$ cat config.mk
export PLATFORM = sky130hd
export DESIGN_NAME = chan_reg_bank
export DESIGN_NICKNAME = d
export VERILOG_FILES = /design/src/rtl/chan_reg_pkg.sv /design/src/rtl/chan_reg_bank_snapshot.sv /design/src/rtl/chan_reg_bank.sv
export SDC_FILE = /design/constraint.sdc
export NUM_CORES = 1
export LEC_CHECK = 0
export ABC_CLOCK_PERIOD_IN_PS = 6100
export CAP_MARGIN = 20
export CORE_MARGIN = 1
export CORE_UTILIZATION = 50
export DETAILED_ROUTE_END_ITERATION = 12
export GPL_TIMING_DRIVEN = 0
export PLACE_DENSITY_LB_ADDON = 0.2
export SYNTH_ARGS = -nofsm -noshare
export SYNTH_HDL_FRONTEND = slang
export SYNTH_HIERARCHICAL = 1
export SYNTH_SLANG_ARGS = --single-unit
$ cat constraint.sdc
create_clock -name clk -period 6.1 [get_ports clk]
set_input_delay 0.915 -clock clk [delete_from_list [all_inputs] [get_ports clk]]
set_output_delay 0.915 -clock clk [all_outputs]
set_load 0.02 [all_outputs]
$ cat src/rtl/chan_reg_pkg.sv
// Shared constants for the channel register bank: address-map offsets
// and the per-channel snapshot FSM encoding.
package chan_reg_pkg;

  localparam logic [2:0] CH_OFF_CNT0     = 3'd0;
  localparam logic [2:0] CH_OFF_CFG      = 3'd5;

  localparam logic [2:0] GL_OFF_HWCFG    = 3'd0;
  localparam logic [2:0] GL_OFF_WDOGDIV  = 3'd1;
  localparam logic [2:0] GL_OFF_CTRL     = 3'd2;

  typedef enum logic [1:0] {
    S_IDLE = 2'd0,
    S_HOLD = 2'd1,
    S_CAPT = 2'd2,
    S_LOCK = 2'd3
  } snap_state_e;

endpackage

$ cat src/rtl/chan_reg_bank_snapshot.sv
// One channel's snapshot engine: holds the tach counter for two cycles,
// captures it into snap, and keeps it locked until the read transaction ends.
module chan_snapshot
  import chan_reg_pkg::*;
#(
  parameter int CNTW = 16
) (
  input  logic            clk,
  input  logic            rst,
  input  logic            i_start,
  input  logic            i_rdt_sync,
  input  logic [CNTW-1:0] i_count,
  output logic            o_freeze,
  output logic            o_use_snap,
  output logic [CNTW-1:0] o_snap
);

  snap_state_e     r_state;
  snap_state_e     w_next;
  logic [CNTW-1:0] r_snap;

  always_ff @(posedge clk) begin
    if (rst) begin
      r_state <= S_IDLE;
      r_snap  <= '0;
    end else begin
      r_state <= w_next;
      if (r_state == S_CAPT) r_snap <= i_count;
    end
  end

  // A start while busy is ignored; only the end of the read releases LOCK.
  always_comb begin
    w_next = r_state;
    case (r_state)
      S_IDLE:  if (i_start) w_next = S_HOLD;
      S_HOLD:  w_next = S_CAPT;
      S_CAPT:  w_next = S_LOCK;
      S_LOCK:  if (!i_rdt_sync) w_next = S_IDLE;
      default: w_next = S_IDLE;
    endcase
  end

  assign o_freeze   = (r_state == S_HOLD) || (r_state == S_CAPT);
  assign o_use_snap = (r_state == S_CAPT) || (r_state == S_LOCK);
  assign o_snap     = r_snap;

endmodule

$ cat src/rtl/chan_reg_bank.sv
// SPI-facing register bank for NCHAN motor channels: synchronizes the
// transaction levels, decodes write/read strobes and muxes readback data.
module chan_reg_bank
  import chan_reg_pkg::*;
#(
  parameter int NCHAN = 3,
  parameter int CNTW  = 16,
  parameter int ADDRW = $clog2(NCHAN*8+8)
) (
  input  logic                  clk,
  input  logic                  rst,
  input  logic                  wrt,
  input  logic                  rdt,
  input  logic [ADDRW-1:0]      addr,
  input  logic [NCHAN*CNTW-1:0] count,
  input  logic [NCHAN*8-1:0]    configrd,
  input  logic [7:0]            hwconfig,
  input  logic [7:0]            controlrdata,
  output logic [7:0]            rddata,
  output logic [NCHAN-1:0]      pwmld,
  output logic [NCHAN-1:0]      cfgld,
  output logic [NCHAN-1:0]      freeze,
  output logic                  ctrlld,
  output logic                  wdogdivld,
  output logic                  wdreset
);

  localparam int NBYTE = CNTW / 8;
  localparam int BLKW  = ADDRW - 3;

  logic r_wrt_s1, r_wrt_s2, r_wrt_d;
  logic r_rdt_s1, r_rdt_s2, r_rdt_d;
  logic w_wr_fall, w_rd_rise;

  logic [BLKW-1:0] w_blk;
  logic [2:0]      w_off;
  logic            w_glob;
  logic [NCHAN-1:0] w_chsel, w_freeze, w_use_snap;
  logic [NCHAN*CNTW-1:0] w_snap;

  logic [NCHAN-1:0] r_pwmld, r_cfgld;
  logic             r_ctrlld, r_wdogdivld, r_wdreset;

  assign w_blk     = addr[ADDRW-1:3];
  assign w_off     = addr[2:0];
  assign w_glob    = (w_blk == BLKW'(NCHAN));
  assign w_wr_fall = r_wrt_d & ~r_wrt_s2;
  assign w_rd_rise = r_rdt_s2 & ~r_rdt_d;

  // Strobes land on the third edge that samples a fallen wrt (counting the
  // edge that loads the first synchronizer flop); addr is sampled there too.
  always_ff @(posedge clk) begin
    if (rst) begin
      r_wrt_s1    <= 1'b0;
      r_wrt_s2    <= 1'b0;
      r_wrt_d     <= 1'b0;
      r_rdt_s1    <= 1'b0;
      r_rdt_s2    <= 1'b0;
      r_rdt_d     <= 1'b0;
      r_pwmld     <= '0;
      r_cfgld     <= '0;
      r_ctrlld    <= 1'b0;
      r_wdogdivld <= 1'b0;
      r_wdreset   <= 1'b0;
    end else begin
      r_wrt_s1    <= wrt;
      r_wrt_s2    <= r_wrt_s1;
      r_wrt_d     <= r_wrt_s2;
      r_rdt_s1    <= rdt;
      r_rdt_s2    <= r_rdt_s1;
      r_rdt_d     <= r_rdt_s2;
      for (int c = 0; c < NCHAN; c++) begin
        r_pwmld[c] <= w_wr_fall && w_chsel[c] && (w_off == CH_OFF_CNT0);
        r_cfgld[c] <= w_wr_fall && w_chsel[c] && (w_off == CH_OFF_CFG);
      end
      r_wdogdivld <= w_wr_fall && w_glob && (w_off == GL_OFF_WDOGDIV);
      r_ctrlld    <= w_wr_fall && w_glob && (w_off == GL_OFF_CTRL);
      r_wdreset   <= w_rd_rise && w_glob && (w_off == GL_OFF_CTRL);
    end
  end

  for (genvar c = 0; c < NCHAN; c++) begin : g_chan
    assign w_chsel[c] = (w_blk == BLKW'(c));

    chan_snapshot #(.CNTW(CNTW)) u_snap (
      .clk        (clk),
      .rst        (rst),
      .i_start    (w_rd_rise && w_chsel[c] && (w_off == CH_OFF_CNT0)),
      .i_rdt_sync (r_rdt_s2),
      .i_count    (count[c*CNTW +: CNTW]),
      .o_freeze   (w_freeze[c]),
      .o_use_snap (w_use_snap[c]),
      .o_snap     (w_snap[c*CNTW +: CNTW])
    );
  end

  // Byte 0 follows the live counter until capture; higher bytes always come
  // from snap so a multi-byte read sees one coherent value.
  always_comb begin
    rddata = 8'h00;
    for (int c = 0; c < NCHAN; c++) begin
      if (w_chsel[c]) begin
        if (int'(w_off) < NBYTE) begin
          if ((w_off == CH_OFF_CNT0) && !w_use_snap[c])
            rddata = count[c*CNTW +: 8];
          else
            rddata = 8'(w_snap[c*CNTW +: CNTW] >> {w_off, 3'b000});
        end else if (w_off == CH_OFF_CFG) begin
          rddata = configrd[c*8 +: 8];
        end
      end
    end
    if (w_glob) begin
      if (w_off == GL_OFF_HWCFG)     rddata = hwconfig;
      else if (w_off == GL_OFF_CTRL) rddata = controlrdata;
    end
  end

  assign pwmld     = r_pwmld;
  assign cfgld     = r_cfgld;
  assign freeze    = w_freeze;
  assign ctrlld    = r_ctrlld;
  assign wdogdivld = r_wdogdivld;
  assign wdreset   = r_wdreset;

endmodule

* Word-level counts from Yosys, hierarchy flattened
Index checks and enable logic that the tools add are counted.
** Word-level totals
- Flip-flop bits (word level) :: 69
- Input port bits :: 97
- Output and inout port bits :: 20
- Logic and storage cells :: 108
** Operators by class
- $lt $le $gt $ge :: 1
- Equal/unequal tests :: 21
- Shift-type cells :: 3
- Mux-type cells :: 22
- Bitwise logic cells :: 4
- Reduce and logical (&&, ||, !) cells :: 40
** Operators with widths (number)
- $mux W8 :: 15
- $shr A16 B6 Y8 :: 3
- $pmux W2 S4 :: 3
- $logic_and A1 B1 Y1 :: 23
- $eq A2 B2 Y1 const B :: 8
- $eq A2 B1 Y1 const B :: 4
- $logic_not A2 Y1 :: 4
- $mux W2 :: 4
- $logic_or A1 B1 Y1 :: 6
- $ne A2 B1 Y1 const B :: 3
- $ne A2 B2 Y1 const B :: 3
- $reduce_and A2 Y1 :: 3
- $eq A3 B1 Y1 const B :: 1
- $eq A3 B2 Y1 const B :: 1
- $eq A3 B3 Y1 const B :: 1
- $logic_not A1 Y1 :: 3
- $logic_not A3 Y1 :: 1
- $lt A3 B2 Y1 const B :: 1
- $and A1 B1 Y1 :: 2
- $not A1 Y1 :: 2

* Longest topological paths before layout
Gate-level depths: netlist of run 1.
- Word-level depth :: 16
- Gate-level depth with buffers :: 10

* Modules after synthesis
Netlist of run 1, hierarchy kept.
** Modules (own cells, without submodules)
- chan_snapshot :: times used 3, cells an instance 69, area an instance 742.0 sq um
- chan_reg_bank :: times used 1, cells an instance 211, area an instance 1614.0 sq um

* Worst setup path after synthesis of run 1
OpenSTA, ideal clock, no wires.
- Path type :: input to output
- Start point :: input addr[1]
- End point :: output rddata[6]
- Arrival time :: 2.527 ns
- Data required time :: 5.185 ns
- Setup slack :: 2.658 ns
- Stages :: 6
- Path through :: buf_6 -> or4_4 -> buf_6 -> mux2_4 -> a22oi_2 -> a211oi_1
** On the way
- Word-level cells in the longest chain between the ends :: 14
- Elaborated cells on any way between the ends :: 25
** Ends and longest elaborated chain
- from (decl) :: line chan_reg_bank.sv:14 : input logic [ADDRW-1:0] addr,
- branches (longest 13 deep; another with $shr A16 B6 Y8)
- $mux W8 * :: line chan_reg_bank.sv:113 : if (w_glob) begin
- to (decl) :: line chan_reg_bank.sv:19 : output logic [7:0] rddata,
Mark *: on every way between the ends.

* Worst setup path in the final report of run 1
- Start point :: register g_chan[1].u_snap.r_state[0]
- End point :: output rddata[2]
** On the way
- Word-level cells in the longest chain between the ends :: 13
- Elaborated cells on any way between the ends :: 14
** Ends and longest elaborated chain
- from (decl) :: line chan_reg_bank_snapshot.sv:18 : snap_state_e r_state;
- from (signal assigned) :: line chan_reg_bank_snapshot.sv:27 : r_state <= w_next;
- $eq A2 B2 Y1 :: line chan_reg_bank_snapshot.sv:45 : assign o_use_snap = (r_state == S_CAPT) || (r_state == S_LOCK);
- $logic_or A1 B1 Y1 * :: line chan_reg_bank_snapshot.sv:45
- named net w_use_snap[1] :: line chan_reg_bank.sv:38 : logic [NCHAN-1:0] w_chsel, w_freeze, w_use_snap;
- $logic_not A1 Y1 * :: line chan_reg_bank.sv:104 : if ((w_off == CH_OFF_CNT0) && !w_use_snap[c])
- $logic_and A1 B1 Y1 * :: line chan_reg_bank.sv:104
- $mux W8 * :: line chan_reg_bank.sv:104
- $mux W8 * :: line chan_reg_bank.sv:103 : if (int'(w_off) < NBYTE) begin
- $mux W8 * :: line chan_reg_bank.sv:102 : if (w_chsel[c]) begin
- $mux W8 :: line chan_reg_bank.sv:108 : end else if (w_off == CH_OFF_CFG) begin
- $mux W8 :: line chan_reg_bank.sv:103
- $mux W8 * :: line chan_reg_bank.sv:102
- $mux W8 :: line chan_reg_bank.sv:115 : else if (w_off == GL_OFF_CTRL) rddata = controlrdata;
- $mux W8 :: line chan_reg_bank.sv:114 : if (w_off == GL_OFF_HWCFG) rddata = hwconfig;
- $mux W8 * :: line chan_reg_bank.sv:113
The timed path passes the listed nets; every way through them passes the cells marked *.

==> results of run 1 <==
state kept, by name, indices dropped and copies added, names as in the netlist:
register               count
ctrlld                     1
pwmld                      3
r_wrt_s1                   1
r_wrt_d                    1
r_rdt_d                    1
g_chan.u_snap/r_state      6
wdreset                    1
r_wrt_s2                   1
r_rdt_s1                   1
r_rdt_s2                   1
g_chan.u_snap/o_snap      48
wdogdivld                  1
cfgld                      3
layout by cell type (no fill, tap or decap), types with 3 or more instances in the layout:
cell,count
o32ai_1,5
a2111o_1,3
clkbuf_1,10
buf_4,3
mux2i_1,63
mux2_2,11
a221oi_1,5
inv_1,23
buf_1,3
a21oi_1,12
o22a_1,7
mux2_1,4
nor2_1,62
nand2b_1,10
o211ai_1,5
buf_2,6
clkdlybuf4s50_1,114
nand2_1,14
clkbuf_8,9
o31ai_1,3
inv_6,3
a211oi_1,5
or2_1,5
nor3_1,9
a22oi_1,7
o22ai_1,10
buf_6,5
nand3b_1,5
o221ai_1,7
nor2b_1,11
nor2_2,3
dfxtp_1,69
buf_8,3
ha_1,12
layer usage:
layer	wire length (um)	vias to the layer above	track usage (%)	share of wire, %
met5	0	-	0	0
met4	271	0	11.3	2.4
met3	1030	31	5.85	9.2
met2	5140	230	45.7	46
met1	4800	1768	36.6	43
li1	-	1741	-	-
cell type report:
type	instances	area share [%]
multi-input cells	295	40.8
flip-flops and latches	69	26.0
repair buffers	114	21.5
plain buffers	30	3.82
clock buffers	9	2.33
well taps	99	2.33
inverters	24	1.70
clock inverters	7	1.51
synth_stat cells, types with 10 or more instances:
library cell  count
nor2b_1          11
a21oi_1          12
clkbuf_1         10
nand2_1          14
o22ai_1          10
mux2i_1          63
mux2_2           11
dfxtp_1          69
nor2_1           62
inv_1            23
nand2b_1         10
ha_1             12
power breakdown:
group	switching, mW	internal, mW
Clock	0.193	0.194
Sequential	0.00811	0.463
Combinational	0.122	0.135
how the worst max path moves through the flow:
| stage | from | slack [ns] | to | depth (start not counted) |
|---|---|---|---|---|
| 2_1_floorplan | addr[1] | 2.66 | rddata[6] | 6 |
| 3_5_place_dp | addr[2] | 1.50 | rddata[3] | 6 |
| 3_3_place_gp | addr[2] | 1.50 | rddata[3] | 6 |
| 4_1_cts | g_chan[1].u_snap/r_state[0] | 1.38 | rddata[3] | 10 |
| 5_1_grt | g_chan[1].u_snap/r_state[0] | 1.21 | rddata[3] | 10 |
| 6_report | g_chan[1].u_snap/r_state[0] | 1.37 | rddata[2] | 10 |
cells by family after synthesis:
logic type	count (synthesis)	share of synthesized area, %
AND/OR/NAND/NOR	129	16.5
multiplexers	79	21.2
AO/OA/AOI/OAI	75	14.8
flip-flops	69	36.0
buffers and inverters	54	7.62
adder cells (fa/ha/maj)	12	3.91
per-stage QoR:
step                      area (um2)  utilization [%]  instances  power, mW  hold slack (ns)
after global routing            5310             72.4        647       1.15            0.447
after CTS                       5310             72.4        647       1.12            0.435
final                           5310             72.4        647       1.11            0.432
after detailed placement        5100             69.6        631      0.734            0.413
after floorplan                 3840                -        418      0.616            0.388
after global placement          5100             69.6        631      0.726            0.411
==> reports/metrics.cfg, run 1 <==
[synth]
ys_seq_elements = 69
synth_area_leaders = dfxtp_1 (36%), mux2i_1 (16%), nor2_1 (6.1%), ha_1 (3.9%), mux2_2 (3.2%)
ys_seq_area_share_pct = 36.0
netlist_instances = 418
avgSynthCellArea_um2 = 9.19
ys.flop_type = dfxtp_1
synthDistinctLibCells = 47
yosys_warnings = 6
async_flop_share_pct = 0
yosysTopAreaCell = dfxtp_1
synth_edf_count = 0
synth_top_cell_area_share_pct = 36.0
syn-num-nets = 527
syn-cell-area_um2 = 3840

[finish]
fillers = 548
multi_input_area_um2 = 2170
drive_gt1_share_pct = 9.49
nets = 652
antennaDiodeCount = 0
syn_to_final_growth_pct = 38.3
seq_area_um2 = 1380

[clocking]
cts.htree.levels = 3
numCtsBuffers = 9
path_clk_slew_ns = 0.09
insertion_delay_ns = 0.35
tritoncts = done
cts_resized = 0
cts_hold_buffers = 0
cts_setup_buffers = 0
root_buffer = clkbuf_8
cts.sinks = 69
clockBufferDepth = 2

[sta]
setup-tns-final_ns = 0
finalHoldViolations = 0
maxSlewHeadroom_pct = 53.1
clock-skew-final_ns = 0.0118
worst_slack_ns = 1.37
period_needed_ns = 4.73
tightest_slew_ns = 0.698
setup_violations = 0
timing.fmax_ghz = 0.211
finalMaxSlewViolations = 0
rsz0062_at_grt = no
post-route-period-util_pct = 77.5

[floorplanning]
start_util_pct = 52.4
die-area_um2 = 8030
die_h_um = 89.6
ioPinCount = 117
fp-row-count = 31
die-width_um = 89.6
design.core.area_um2 = 7330

[worst_setup_path]
worst_path_max_delay_cell = clkdlybuf4s50_1
cp_num_buf_inv = 4
crit_path_end_kind = primary output
cp.arrival_ns = 3.81
worstReg2RegEnd = g_chan[0].u_snap/r_state[0]
rr_worst_depth = 5
required_ns = 5.18
r2r-start = r_rdt_s2
cpPeakStageDelay_ns = 0.58
crit_chain = inv_1, ha_1, buf_6, buf_8, or2_1, nor3_1, mux2_2, a221oi_1, o211ai_1, clkdlybuf4s50_1
path_class = reg -> out
cp-start-kind = register
rrSetupSlack_ns = 4.55
crit_fanout = 10
cpLargestDelayFamily = buffers and inverters

[route]
vias = 3770
drt_iter0_drc = 282
drc_errors = 0
detail_route.wl_per_cell_um = 17.4
first_pass_iters = 5
drtAntennaViolNets = 0
route.final.wire_length_um = 11200
viasPerCell = 5.83

[placed_design]
pre_cts_ws_ns = 1.50
dpl.hpwl_um = 8500
io_buffer_count = 114
place.gp.congestion = 0.911

[global_routing]
antenna_found_initial = 0
overflow = 0
grt_pass1_vias = 3577
grt_use_total_pct = 28.2
grt_pass1_wl_um = 17000
grt_max_degree = 15

[pwr]
p_per_area_nw_per_um2 = 210
ir_drop_mv = 0.143
p_leak_nw = 1.90

[worst_hold_path]
min_to = wdreset
min_path_type = reg -> reg
holdPathStages = 1
worstHoldStart = r_rdt_d

[job]
cap_violations = 0

[outcome]
outcome = complete, no violations

No activity file was read; power rests on OpenSTA's default activity.
==> inputs of run 2 (changes only) <==
--- a/config.mk
+++ b/config.mk
@@ -5,10 +5,10 @@
 export SDC_FILE = /design/constraint.sdc
 export NUM_CORES = 1
 export LEC_CHECK = 0
-export ABC_CLOCK_PERIOD_IN_PS = 6100
+export ABC_CLOCK_PERIOD_IN_PS = 4059
 export CAP_MARGIN = 20
 export CORE_MARGIN = 1
-export CORE_UTILIZATION = 50
+export CORE_UTILIZATION = 43
 export DETAILED_ROUTE_END_ITERATION = 12
 export GPL_TIMING_DRIVEN = 0
 export PLACE_DENSITY_LB_ADDON = 0.2
==> constraint.sdc (replaced) <==
create_clock -name clk -period 4.06 [get_ports clk]
set_input_delay 0.609 -clock clk [delete_from_list [all_inputs] [get_ports clk]]
set_output_delay 0.609 -clock clk [all_outputs]
set_load 0.02 [all_outputs]
==> reports/metrics.cfg, run 2 (synthesis gave the netlist of run 1 again) <==
[route]
first_pass_iters = 4  ; was 5
vias = 3580  ; was 3,770
route.final.wire_length_um = 11100  ; was 11,200 um
drc_errors = 0  ; unchanged
detail_route.wl_per_cell_um = 16.9  ; was 17.4 um
drtAntennaViolNets = 0  ; unchanged
viasPerCell = 5.43  ; was 5.83
drt_iter0_drc = 236  ; was 282

[sta]
setup_violations = 0  ; unchanged
rsz0062_at_grt = yes  ; was no
finalMaxSlewViolations = 0  ; unchanged
worst_slack_ns = 0.103  ; was 1.37 ns
tightest_slew_ns = 0.790  ; was 0.698 ns
finalHoldViolations = 0  ; unchanged
timing.fmax_ghz = 0.253
clock-skew-final_ns = 0.00772  ; was 0.0118 ns
period_needed_ns = 3.96
post-route-period-util_pct = 97.5
maxSlewHeadroom_pct = 46.9  ; was 53.1%

[clocking]
path_clk_slew_ns = 0.08  ; was 0.09 ns
tritoncts = done  ; unchanged
cts.sinks = 69  ; unchanged
numCtsBuffers = 9  ; unchanged
root_buffer = clkbuf_8  ; unchanged
clockBufferDepth = 2  ; unchanged
cts_hold_buffers = 0  ; unchanged
insertion_delay_ns = 0.35  ; about the same
cts.htree.levels = 3  ; unchanged

[finish]
nets = 655  ; was 652
drive_gt1_share_pct = 10.7  ; was 9.49%
syn_to_final_growth_pct = 40.5  ; was 38.3%
final_common_cell = clkdlybuf4s50_1  ; unchanged
antennaDiodeCount = 0  ; unchanged
layout_common_cells = clkdlybuf4s50_1 (109), dfxtp_1 (69), mux2i_1 (63)  ; was clkdlybuf4s50_1 (114), dfxtp_1 (69), mux2i_1 (63)
largest_reg_flops = 48  ; unchanged

[floorplanning]
die_h_um = 96.5  ; was 89.6 um
start_util_pct = 44.2  ; was 52.4%
design.core.area_um2 = 8680  ; was 7330 um2
ioPinCount = 117  ; unchanged
die-width_um = 96.5  ; was 89.6 um
fp-row-count = 34  ; was 31
die-area_um2 = 9310  ; was 8030 um2

[pwr]
ir_drop_mv = 0.198  ; was 0.143 mV
p_per_area_nw_per_um2 = 320  ; was 210 nW/um2
power_mw = 1.73  ; was 1.11 mW
p_leak_nw = 1.99  ; was 1.90 nW

[worst_setup_path]
required_ns = 3.45  ; was 5.18 ns
cp.arrival_ns = 3.35  ; was 3.81 ns
crit_fanout = 10  ; unchanged
crit_path_end_kind = primary output  ; unchanged
cp-start-kind = register  ; unchanged
rr_worst_depth = 5  ; unchanged
path_class = reg -> out  ; unchanged

[global_routing]
grt_util_met1_pct = 31.8  ; was 36.6%
grt_max_degree = 15  ; unchanged
globalRouteMet3Util_pct = 4.93  ; was 5.85%
busiest_layer = met2  ; unchanged
gr-usage-met2_pct = 39.8  ; was 45.7%
antenna_found_initial = 0  ; unchanged
overflow = 0  ; unchanged
grt_pass1_vias = 3391  ; was 3,577
grt_use_total_pct = 24.3  ; was 28.2%
grt_pass1_wl_um = 16900  ; was 17,000 um

[outcome]
outcome = complete, no violations  ; unchanged

[placed_design]
pre_cts_ws_ns = -0.0313  ; was 1.50 ns
dpl.hpwl_um = 8570  ; was 8500 um
io_buffer_count = 114  ; unchanged
place.gp.congestion = 0.871  ; was 0.911

[worst_hold_path]
min_path_type = reg -> reg  ; unchanged
holdPathStages = 1  ; unchanged

[job]
cap_violations = 0  ; unchanged

==> run 2: cell count changes in the layout (fill, tap and decap cells not counted), moves of 2 or more <==
cell / previous run / this run
inv_6: 3 / 1
clkdlybuf4s50_1: 114 / 109
buf_4: 3 / 6
nor3_4: 0 / 2
dlygate4sd2_1: 0 / 3
dlymetal6s2s_1: 0 / 2
a221oi_1: 5 / 3
a221oi_2: 0 / 2
==> run 2: final cells by class <==
class	count	area, um2
Fill cell	773	3280
Multi-Input combinational cell	295	2200
Sequential cell	69	1380
Timing Repair Buffer	117	1160
Buffer	30	204
Tap cell	108	135
Clock buffer	9	124
Clock inverter	7	98.8
Inverter	24	90.1
==> run 2: per-layer routing <==
metal,share of wire [%],routed length (um),up-vias
li1,-,-,1746
met1,44,4870,1682
met2,46,5140,135
met3,7.9,873,17
met4,2.0,217,0
met5,0,0,-
==> run 2: worst paths after layout <==
check	from	slack, ns	endpoint
max	g_chan[2].u_snap/r_state[0]	0.10	rddata[2]
max reg2reg	r_rdt_s2	2.50	g_chan[0].u_snap/r_state[1]
min	r_rdt_d	0.43	wdreset
min reg2reg	r_rdt_d	0.43	wdreset
==> run 2: worst max-delay path, stage by stage, from the launching register on <==
cell	delay (ns)
dfxtp_1	0.34
inv_1	0.08
ha_1	0.21
buf_6	0.15
buf_8	0.15
or2_1	0.33
nor3_4	0.29
mux2_1	0.40
a221oi_2	0.32
o211ai_1	0.17
clkdlybuf4s50_1	0.56
==> run 2: repair_timing <==
action                     CTS  global route
setup buffers                1             2
setup endpoints to repair    5             5
gates resized for setup      8             4
==> run 2: power by group <==
| group | internal (mW) | switching (mW) | leakage [nW] |
|---|---|---|---|
| clock network | 0.349 | 0.280 | 0.110 |
| logic | 0.204 | 0.185 | 1.32 |
| registers | 0.696 | 0.0118 | 0.557 |
==> run 2: per-stage QoR <==
| stage | setup TNS, ns | util (%) | instances | hold slack, ns | instance area, um2 |
|---|---|---|---|---|---|
| finish | 0 | 62.2 | 659 | 0.435 | 5390 |
| global route | -0.0411 | 62.2 | 659 | 0.451 | 5390 |
| floorplan | 0 | - | 418 | 0.388 | 3840 |
| detailed placement | -0.0503 | 59.0 | 640 | 0.424 | 5120 |
| global placement | 0 | 59.0 | 640 | 0.415 | 5120 |
| CTS | 0 | 61.9 | 657 | 0.438 | 5370 |
==> inputs of run 3 (changes only) <==
--- a/config.mk
+++ b/config.mk
@@ -9,8 +9,10 @@
 export CAP_MARGIN = 20
 export CORE_MARGIN = 1
 export CORE_UTILIZATION = 43
+export CTS_CLUSTER_SIZE = 40
 export DETAILED_ROUTE_END_ITERATION = 12
 export GPL_TIMING_DRIVEN = 0
+export MAX_ROUTING_LAYER = met4
 export PLACE_DENSITY_LB_ADDON = 0.2
 export SYNTH_ARGS = -nofsm -noshare
 export SYNTH_HDL_FRONTEND = slang
==> reports/metrics.cfg, run 3 (synthesis gave the netlist of run 1 again) <==
[clocking]
cts.htree.levels = 3  ; unchanged
clockBufferDepth = 2  ; unchanged
cts.sinks = 69  ; unchanged
path_clk_slew_ns = 0.08  ; about the same
root_buffer = clkbuf_8  ; unchanged
insertion_delay_ns = 0.35  ; about the same
cts_hold_buffers = 0  ; unchanged
tritoncts = done  ; unchanged
numCtsBuffers = 9  ; unchanged

[pwr]
p_per_area_nw_per_um2 = 320  ; about the same
power_mw = 1.73  ; about the same
pwr-share-comb_pct = 22.5  ; about the same
ir_drop_mv = 0.198  ; about the same
internal-power_mw = 1.25  ; about the same
sw_frac_of_total_pct = 27.7  ; was 27.6%
switching_power_mw = 0.479  ; was 0.477 mW
clockPowerShare_pct = 36.6  ; was 36.4%
seqPwrFrac_pct = 41.0  ; about the same
p_leak_nw = 1.99  ; unchanged

[worst_setup_path]
cp-start-kind = register  ; unchanged
crit_path_end_kind = primary output  ; unchanged
crit_fanout = 10  ; unchanged
rrSetupSlack_ns = 2.50  ; about the same
required_ns = 3.45  ; about the same
cp.arrival_ns = 3.35  ; about the same
path_class = reg -> out  ; unchanged

[route]
first_pass_iters = 4  ; unchanged
drc_errors = 0  ; unchanged
route.final.wire_length_um = 11100  ; about the same
drtAntennaViolNets = 0  ; unchanged
viasPerCell = 5.46  ; was 5.43
drt_iter0_drc = 237  ; was 236
vias = 3601  ; was 3,580
detail_route.wl_per_cell_um = 16.9  ; about the same

[floorplanning]
die_h_um = 96.5  ; unchanged
design.core.area_um2 = 8680  ; unchanged
start_util_pct = 44.2  ; unchanged
fp-row-count = 34  ; unchanged
die-area_um2 = 9310  ; unchanged
die-width_um = 96.5  ; unchanged
ioPinCount = 117  ; unchanged

[sta]
post-route-period-util_pct = 97.6  ; was 97.5%
worst_slack_ns = 0.0966  ; was 0.103 ns
rsz0062_at_grt = yes  ; unchanged
maxSlewHeadroom_pct = 52.0  ; was 46.9%
clock-skew-final_ns = 0.00718  ; was 0.00772 ns
period_needed_ns = 3.96  ; about the same
finalMaxSlewViolations = 0  ; unchanged
tightest_slew_ns = 0.715  ; was 0.790 ns
timing.fmax_ghz = 0.252  ; was 0.253 GHz
finalHoldViolations = 0  ; unchanged
setup_violations = 0  ; unchanged

[global_routing]
antenna_found_initial = 0  ; unchanged
grt_pass1_vias = 3404  ; was 3,391
overflow = 0  ; unchanged
grt_max_degree = 15  ; unchanged
grt_use_total_pct = 25.0  ; was 24.3%
grt_pass1_wl_um = 16800  ; was 16,900 um

[job]
cap_violations = 0  ; unchanged

[finish]
fillers = 773  ; unchanged
layout_common_cells = clkdlybuf4s50_1 (109), dfxtp_1 (69), mux2i_1 (63)  ; unchanged
final_common_cell = clkdlybuf4s50_1  ; unchanged
fin_cells = 659  ; unchanged
largest_reg_flops = 48  ; unchanged
antennaDiodeCount = 0  ; unchanged
nets = 655  ; unchanged
drive_gt1_share_pct = 10.7  ; unchanged
syn_to_final_growth_pct = 40.5  ; unchanged

[worst_hold_path]
min_path_type = reg -> reg  ; unchanged

[outcome]
outcome = complete, no violations  ; unchanged

[placed_design]
place.gp.congestion = 0.885  ; was 0.871
dpl.cell_count = 640  ; unchanged
dpl.hpwl_um = 8570  ; unchanged
pre_cts_ws_ns = -0.0313  ; unchanged
io_buffer_count = 114  ; unchanged

-- run 3: cell counts in the layout (fill, tap and decap cells not counted) --
No cell type changed its count.
-- run 3: through the flow --
stage / hold slack (ns) / area, um2 / TNS, ns / util (%)
detailed placement: 0.424 / 5120 / -0.0503 / 59.0
floorplan: 0.388 / 3840 / 0 / -
global placement: 0.415 / 5120 / 0 / 59.0
global route: 0.451 / 5390 / -0.0449 / 62.2
finish: 0.433 / 5390 / 0 / 62.2
CTS: 0.438 / 5370 / 0 / 61.9
-- run 3: timing repair --
item	in CTS	in global routing
setup buffers	1	2
endpoints found under the setup margin	5	5
gates resized for setup	8	4
cloned	0	0
-- run 3: worst max-delay path: stages (launching register included) --
cell,delay (ns)
dfxtp_1,0.34
inv_1,0.08
ha_1,0.21
buf_6,0.15
buf_8,0.15
or2_1,0.33
nor3_4,0.29
mux2_1,0.40
a221oi_2,0.32
o211ai_1,0.17
clkdlybuf4s50_1,0.56
-- run 3: final cells by class --
| class | instances | area (um2) | area share, % |
|---|---|---|---|
| flip-flops and latches | 69 | 1380 | 25.6 |
| clock inverters | 7 | 98.8 | 1.83 |
| well taps | 108 | 135 | 2.51 |
| clock buffers | 9 | 124 | 2.30 |
| multi-input cells | 295 | 2200 | 40.7 |
| plain buffers | 30 | 204 | 3.78 |
| inverters | 24 | 90.1 | 1.67 |
| repair buffers | 117 | 1160 | 21.6 |
-- run 3: metal layers --
layer  vias up  GRT usage, %  part of all wire, %
met1      1700          32.2                   45
met5         -             -                    0
met2       135          39.8                   46
met3        16          4.38                  7.1
li1       1750             -                    -
met4         0          8.21                  1.9
-- run 3: power groups by stage --
stage	clock, mW	combinational, mW	sequential (mW)
after global placement	0	0.373	0.722
after CTS	0.640	0.387	0.708
final	0.632	0.389	0.708
after global routing	0.672	0.420	0.711
after detailed placement	0	0.381	0.723
after floorplan	0	0.206	0.720
-- run 3: path summary, 6_finish.rpt --
check                                                 start  cells past startpoint                     endpoint
worst max-delay path            g_chan[2].u_snap/r_state[0]                     10                    rddata[2]
worst min-delay path                                r_rdt_d                      1                      wdreset
worst max register to register                     r_rdt_s2                      5  g_chan[0].u_snap/r_state[1]
worst min register to register                      r_rdt_d                      1                      wdreset
